===== src/rtl/simon_pkg.sv =====
// Shared definitions for the Simon game: colour codes, button count and
// helpers used by the input front end.
package simon_pkg;

    localparam int unsigned N_BTN               = 4;
    localparam int unsigned DEBOUNCE_CYCLES_SIM = 4;

    localparam logic [1:0] RED    = 2'd0;
    localparam logic [1:0] GREEN  = 2'd1;
    localparam logic [1:0] BLUE   = 2'd2;
    localparam logic [1:0] YELLOW = 2'd3;

    function automatic logic [2:0] popcount_btn(input logic [N_BTN-1:0] v);
        logic [2:0] n;
        n = 3'd0;
        for (int i = 0; i < N_BTN; i++) begin
            n = n + {2'b00, v[i]};
        end
        return n;
    endfunction

    // Index of the highest set bit; callers guarantee exactly one bit is set.
    function automatic logic [1:0] btn_index(input logic [N_BTN-1:0] v);
        logic [1:0] idx;
        idx = 2'd0;
        for (int i = 0; i < N_BTN; i++) begin
            if (v[i]) idx = 2'(i);
        end
        return idx;
    endfunction

endpackage


===== src/rtl/debounce_bit.sv =====
// One button: two-flop synchroniser followed by a stable-level debouncer that
// only accepts a change after DEBOUNCE_CYCLES consecutive differing samples.
module debounce_bit #(
    parameter int unsigned DEBOUNCE_CYCLES = 1_000_000,
    parameter int unsigned CNT_W           = $clog2(DEBOUNCE_CYCLES)
) (
    input  logic clk,
    input  logic rst_n,
    input  logic raw,
    output logic stable
);

    localparam logic [CNT_W-1:0] CNT_MAX = CNT_W'(DEBOUNCE_CYCLES - 1);

    logic             sync_q;
    logic             synced_q;
    logic [CNT_W-1:0] cnt_q;

    always_ff @(posedge clk or negedge rst_n) begin
        if (!rst_n) begin
            sync_q   <= 1'b0;
            synced_q <= 1'b0;
            cnt_q    <= '0;
            stable   <= 1'b0;
        end else begin
            sync_q   <= raw;
            synced_q <= sync_q;
            if (synced_q == stable) begin
                cnt_q <= '0;
            end else if (cnt_q == CNT_MAX) begin
                stable <= synced_q;
                cnt_q  <= '0;
            end else begin
                cnt_q <= cnt_q + CNT_W'(1);
            end
        end
    end

endmodule


===== src/rtl/button_input.sv =====
// Simon push-button front end: debounced levels, single-press qualification and
// a one-entry valid/ready event buffer with multi-press and overflow pulses.
module button_input
    import simon_pkg::*;
#(
    parameter int unsigned DEBOUNCE_CYCLES = 1_000_000,
    parameter int unsigned CNT_W           = $clog2(DEBOUNCE_CYCLES)
) (
    input  logic             clk,
    input  logic             rst_n,
    input  logic [N_BTN-1:0] btn_raw,
    input  logic             enable,
    output logic             evt_valid,
    input  logic             evt_ready,
    output logic [1:0]       evt_code,
    output logic [N_BTN-1:0] btn_level,
    output logic             multi_press,
    output logic             overflow
);

    logic [N_BTN-1:0] stable;
    logic [N_BTN-1:0] stable_prev_q;
    logic [N_BTN-1:0] press;
    logic [2:0]       pop;
    logic             single_press;
    logic             many_press;

    for (genvar i = 0; i < N_BTN; i++) begin : g_deb
        debounce_bit #(
            .DEBOUNCE_CYCLES(DEBOUNCE_CYCLES),
            .CNT_W          (CNT_W)
        ) u_debounce_bit (
            .clk   (clk),
            .rst_n (rst_n),
            .raw   (btn_raw[i]),
            .stable(stable[i])
        );
    end

    assign btn_level = stable;

    always_comb begin
        press        = stable & ~stable_prev_q;
        pop          = popcount_btn(stable);
        single_press = (press != '0) && (pop == 3'd1);
        many_press   = (press != '0) && (pop > 3'd1);
    end

    always_ff @(posedge clk or negedge rst_n) begin
        if (!rst_n) begin
            stable_prev_q <= '0;
            evt_valid     <= 1'b0;
            evt_code      <= RED;
            multi_press   <= 1'b0;
            overflow      <= 1'b0;
        end else begin
            // Edge detect keeps tracking while disabled so a held button never
            // turns into an event when enable rises.
            stable_prev_q <= stable;
            multi_press   <= 1'b0;
            overflow      <= 1'b0;
            if (!enable) begin
                evt_valid <= 1'b0;
            end else if (many_press) begin
                multi_press <= 1'b1;
                if (evt_valid && evt_ready) evt_valid <= 1'b0;
            end else if (single_press) begin
                if (!evt_valid || evt_ready) begin
                    evt_valid <= 1'b1;
                    evt_code  <= btn_index(stable);
                end else begin
                    overflow <= 1'b1;
                end
            end else if (evt_valid && evt_ready) begin
                evt_valid <= 1'b0;
            end
        end
    end

endmodule


===== config.mk =====
export PLATFORM = sky130hd
export DESIGN_NAME = button_input
export DESIGN_NICKNAME = d
export VERILOG_FILES = /design/src/rtl/simon_pkg.sv /design/src/rtl/debounce_bit.sv /design/src/rtl/button_input.sv
export SDC_FILE = /design/constraint.sdc
export NUM_CORES = 1
export LEC_CHECK = 0
export ABC_CLOCK_PERIOD_IN_PS = 4500
export BUFFER_PORTS_ARGS = -buffer_cell sky130_fd_sc_hd__buf_2
export CORE_MARGIN = 1
export CORE_UTILIZATION = 30
export CTS_CLUSTER_DIAMETER = 100
export DETAILED_ROUTE_END_ITERATION = 8
export GPL_ROUTABILITY_DRIVEN = 0
export PLACE_DENSITY_LB_ADDON = 0.08
export SLEW_MARGIN = 20
export SYNTH_ARGS = -nofsm -noshare
export SYNTH_HDL_FRONTEND = slang
export SYNTH_SLANG_ARGS = --single-unit

===== constraint.sdc =====
create_clock -name clk -period 4.5 [get_ports clk]
set_clock_uncertainty 0.2 [all_clocks]
set_input_delay 0.45 -clock clk [delete_from_list [all_inputs] [get_ports clk]]
set_output_delay 0.45 -clock clk [all_outputs]
set_load 0.01 [all_outputs]

==> key figures <==
Logic synthesis
  – EDFF count, synth: 0
  – Syn nets: 494
  – Count leader, synth: dfrtp_1
  – Synth Area per Inst: 10.1 um2
  – Sequential-to-total area share from yosys stat: 52.6%
  – Post-synth top area share: between 50% and 60%
  – Most frequent cells after synthesis: dfrtp_1, nor2_1, nand3_1, a21oi_1, nand2_1
  – Netlist cell types: 38
  – Main flop type after synthesis: dfrtp_1
  – Top post-synthesis cells by area: dfrtp_1, nor2_1, xor2_1
  – Synth warnings: 0
  – Post-Synthesis Cells: 478
  – Yosys top cell by area: dfrtp_1
  – Yosys reg bits: 101
  – Async SR Flop Fraction: 100%
  – Post-Syn Area: 0.00480 mm2

Critical path
  – CP endpoint kind: flop
  – CP Launch Type: flop
  – Largest stage delay, worst path: 0.50 ns
  – Reg2reg start: g_deb[3].u_debounce_bit.stable
  – Most used cell, CP: ha_1
  – Crit path arrival time: 2.66 ns
  – Crit path cell chain: fa_1, ha_1, ha_1, nor4bb_1, nand2_1, o21ai_0, o31ai_1
  – Worst R2R End: evt_code[1]
  – Slowest cell on crit path: dfrtp_1
  – Reg2Reg Setup Slack: 1.84 ns
  – CP Data Required Time: 4.50 ns
  – Reg2Reg Depth: 7
  – Crit Path Max Fanout: 8
  – CP Launch Point: g_deb[3].u_debounce_bit.stable
  – Crit Path Category: flop to flop

STA
  – RSZ-0062 raised after global routing: false
  – Fin crit share: roughly three fifths
  – Slew headroom: 38.2%
  – Slew Limit Fails: 0
  – Final setup violation count: 0
  – Fin Setup TNS: 0 ns
  – Tightest Pin Transition: 0.927 ns
  – Tmin final: 2.66 ns
  – Achievable frequency: around 380 MHz
  – Final Hold Fails: 0

Power
  – Switching Fraction: 22.5%
  – Worst VDD drop: 180 uV
  – Internal power: 0.00136 W
  – Sw Pwr: 0.000395 W
  – P_leak: 2.20 nW
  – Logic pwr share: approximately 3.3%
  – Clock share of power: between 40% and 50%
  – Flop pwr share: 53.2%
  – Power Density: 321 mW/mm2

Detailed routing
  – Post-route antenna net violation count: 0
  – Pre-antenna DRT Iters: 4
  – Vias per inst: 4.86
  – Routed len/inst: 13.8 um
  – Routed wire length: 9.87 mm
  – DRC Markers: 0
  – DR vias: 3463
  – DRT iter0 DRCs: approximately 230

Job
  – MaxCap Viol Count: 0

Clock network
  – CTS Root Cell: clkbuf_16
  – Max clock buf depth: 2
  – Clock Latency Late Sink: 0.36 ns
  – CTS tree: done
  – CTS Sinks: approximately 100
  – Num CTS Buffers: 9
  – Post-CTS resize count: 0
  – Clock transition at path regs: ~0.070 ns
  – H-Tree Depth: 3

Floorplanning
  – Die area: 0.0165 mm2
  – Die Ht: 129 um
  – Starting density of the core: 31.1%
  – Placement row count: 45
  – Num ports: 17
  – Die width: about 130 um
  – Core ar.: 0.0154 mm2

Place
  – Post-DP HPWL: between 6 and 7 mm
  – Placed cell count: ~690
  – Area post-placement: 0.00513 mm2
  – IO buf count: 16

GRT
  – Largest net degree at the start of global routing: 73
  – Global-route wire length before repair: between 15 and 20 mm
  – Initial antenna violation count: 0
  – Vias in the first global route: 3423
  – Total gr overflow: 0
  – Total GRT Usage: 13.3%

Outcome
  – Status: finished clean

Final layout
  – Final nets: around 510
  – Layout Cells excl Fill: 713
  – Area Overhead vs Synth: 13.5%
  – Ant diodes: 0
  – Share of layout cells above drive strength 1: slightly above 10%
  – Fin area: 0.00546 mm2

Hold path
  – HP Class: input port to asynchronous set/reset pin
## routing by layer
metal	global-route usage, %	wire, um
met5	0	0
met3	4.70	339
met2	20.4	4490
met4	4.50	145
met1	17.5	4890
## area by class of cell
type	instances	area [um2]
clock buffers	13	270
fillers	1603	9970
inverters	18	67.6
multi-input cells	342	2150
repair buffers	25	160
well taps	211	264
flip-flops and latches	101	2530
clock inverters	3	18.8
## logic make-up (layout without fill, tap and decap cells)
kind of cell / count (synthesis) / in the layout / synth area share, %
flip-flops: 101 / 101 / 52.6
XOR/XNOR: 48 / 48 / 8.75
AO/OA/AOI/OAI: 67 / 67 / 8.26
multiplexers: 4 / 4 / 0.937
buffers and inverters: 35 / 59 / 3.12
AND/OR/NAND/NOR: 215 / 215 / 24.1
adder cells (fa/ha/maj): 8 / 8 / 2.24
## worst max path at each step
| stage | to | cells past startpoint |
|---|---|---|
| final | evt_code[1] | 7 |
| after global routing | evt_code[1] | 7 |
| after CTS | evt_code[1] | 7 |
| after detailed placement | evt_code[0] | 7 |
| after global placement | evt_code[1] | 7 |
| after floorplan | evt_code[0] | 7 |
## state kept, by name, summed over array words and instances (netlist names)
name and cells:
g_deb.u_debounce_bit.cnt_q 80, g_deb.u_debounce_bit.stable 4, g_deb.u_debounce_bit.sync_q 4, g_deb.u_debounce_bit.synced_q 4, stable_prev_q 4, evt_code 2
evt_valid 1, multi_press 1, overflow 1
## cell usage in the layout, fill, tap and decap left out, drive strengths merged
master         n
dfrtp        101
nor2          59
nand3         32
nand2         29
a21oi         29
xor2          25
xnor2         23
buf           21
inv           18
o31ai         18
or4           16
o21ai         15
nand4         15
nor3          13
clkbuf        13
or3           12
nor4          11
ha             7
and3           7
nor2b          5
and4           4
mux2           4
dlygate4sd3    4
or4b           4
o41ai          3
clkinv         3
nand2b         2
nand4b         2
nor4bb         2
nor4b          1
a21o           1
nor3b          1
a21boi         1
fa             1
## critical path, delay by kind of cell (launching register included)
kind | cells | cell delay [ns]
adders and majority gates | 3 | 0.95
DFF | 1 | 0.50
AOI/OAI and AO/OA | 2 | 0.26
and+or+nand+nor | 2 | 0.59
## power by group through the flow
| stage | Combinational (W) | Sequential [W] | Clock (W) |
|---|---|---|---|
| floorplan | 0.0000264 | 0.000947 | 0 |
| global placement | 0.0000589 | 0.000950 | 0 |
| detailed placement | 0.0000590 | 0.000951 | 0 |
| CTS | 0.0000618 | 0.000933 | 0.000800 |
| global route | 0.0000696 | 0.000935 | 0.000834 |
| finish | 0.0000586 | 0.000933 | 0.000761 |
## stage by stage
step	setup slack, ns	utilization, %	power [W]	hold WS, ns
after floorplan	2.06	-	0.000974	-0.0456
after global placement	1.92	33.2	0.00101	0.135
after detailed placement	1.84	33.2	0.00101	0.135
after CTS	1.84	35.4	0.00179	0.0825
after global routing	1.55	35.4	0.00184	0.123
final	1.84	35.4	0.00175	0.0296
## timing repair
item | in CTS | in global routing
hold endpoints to repair | 4 | 0
hold buffers | 4 | 0
buffers inserted | 0 | 0
setup endpoints to repair | 0 | 0
Note: power is estimated with default switching activity, not from simulation.
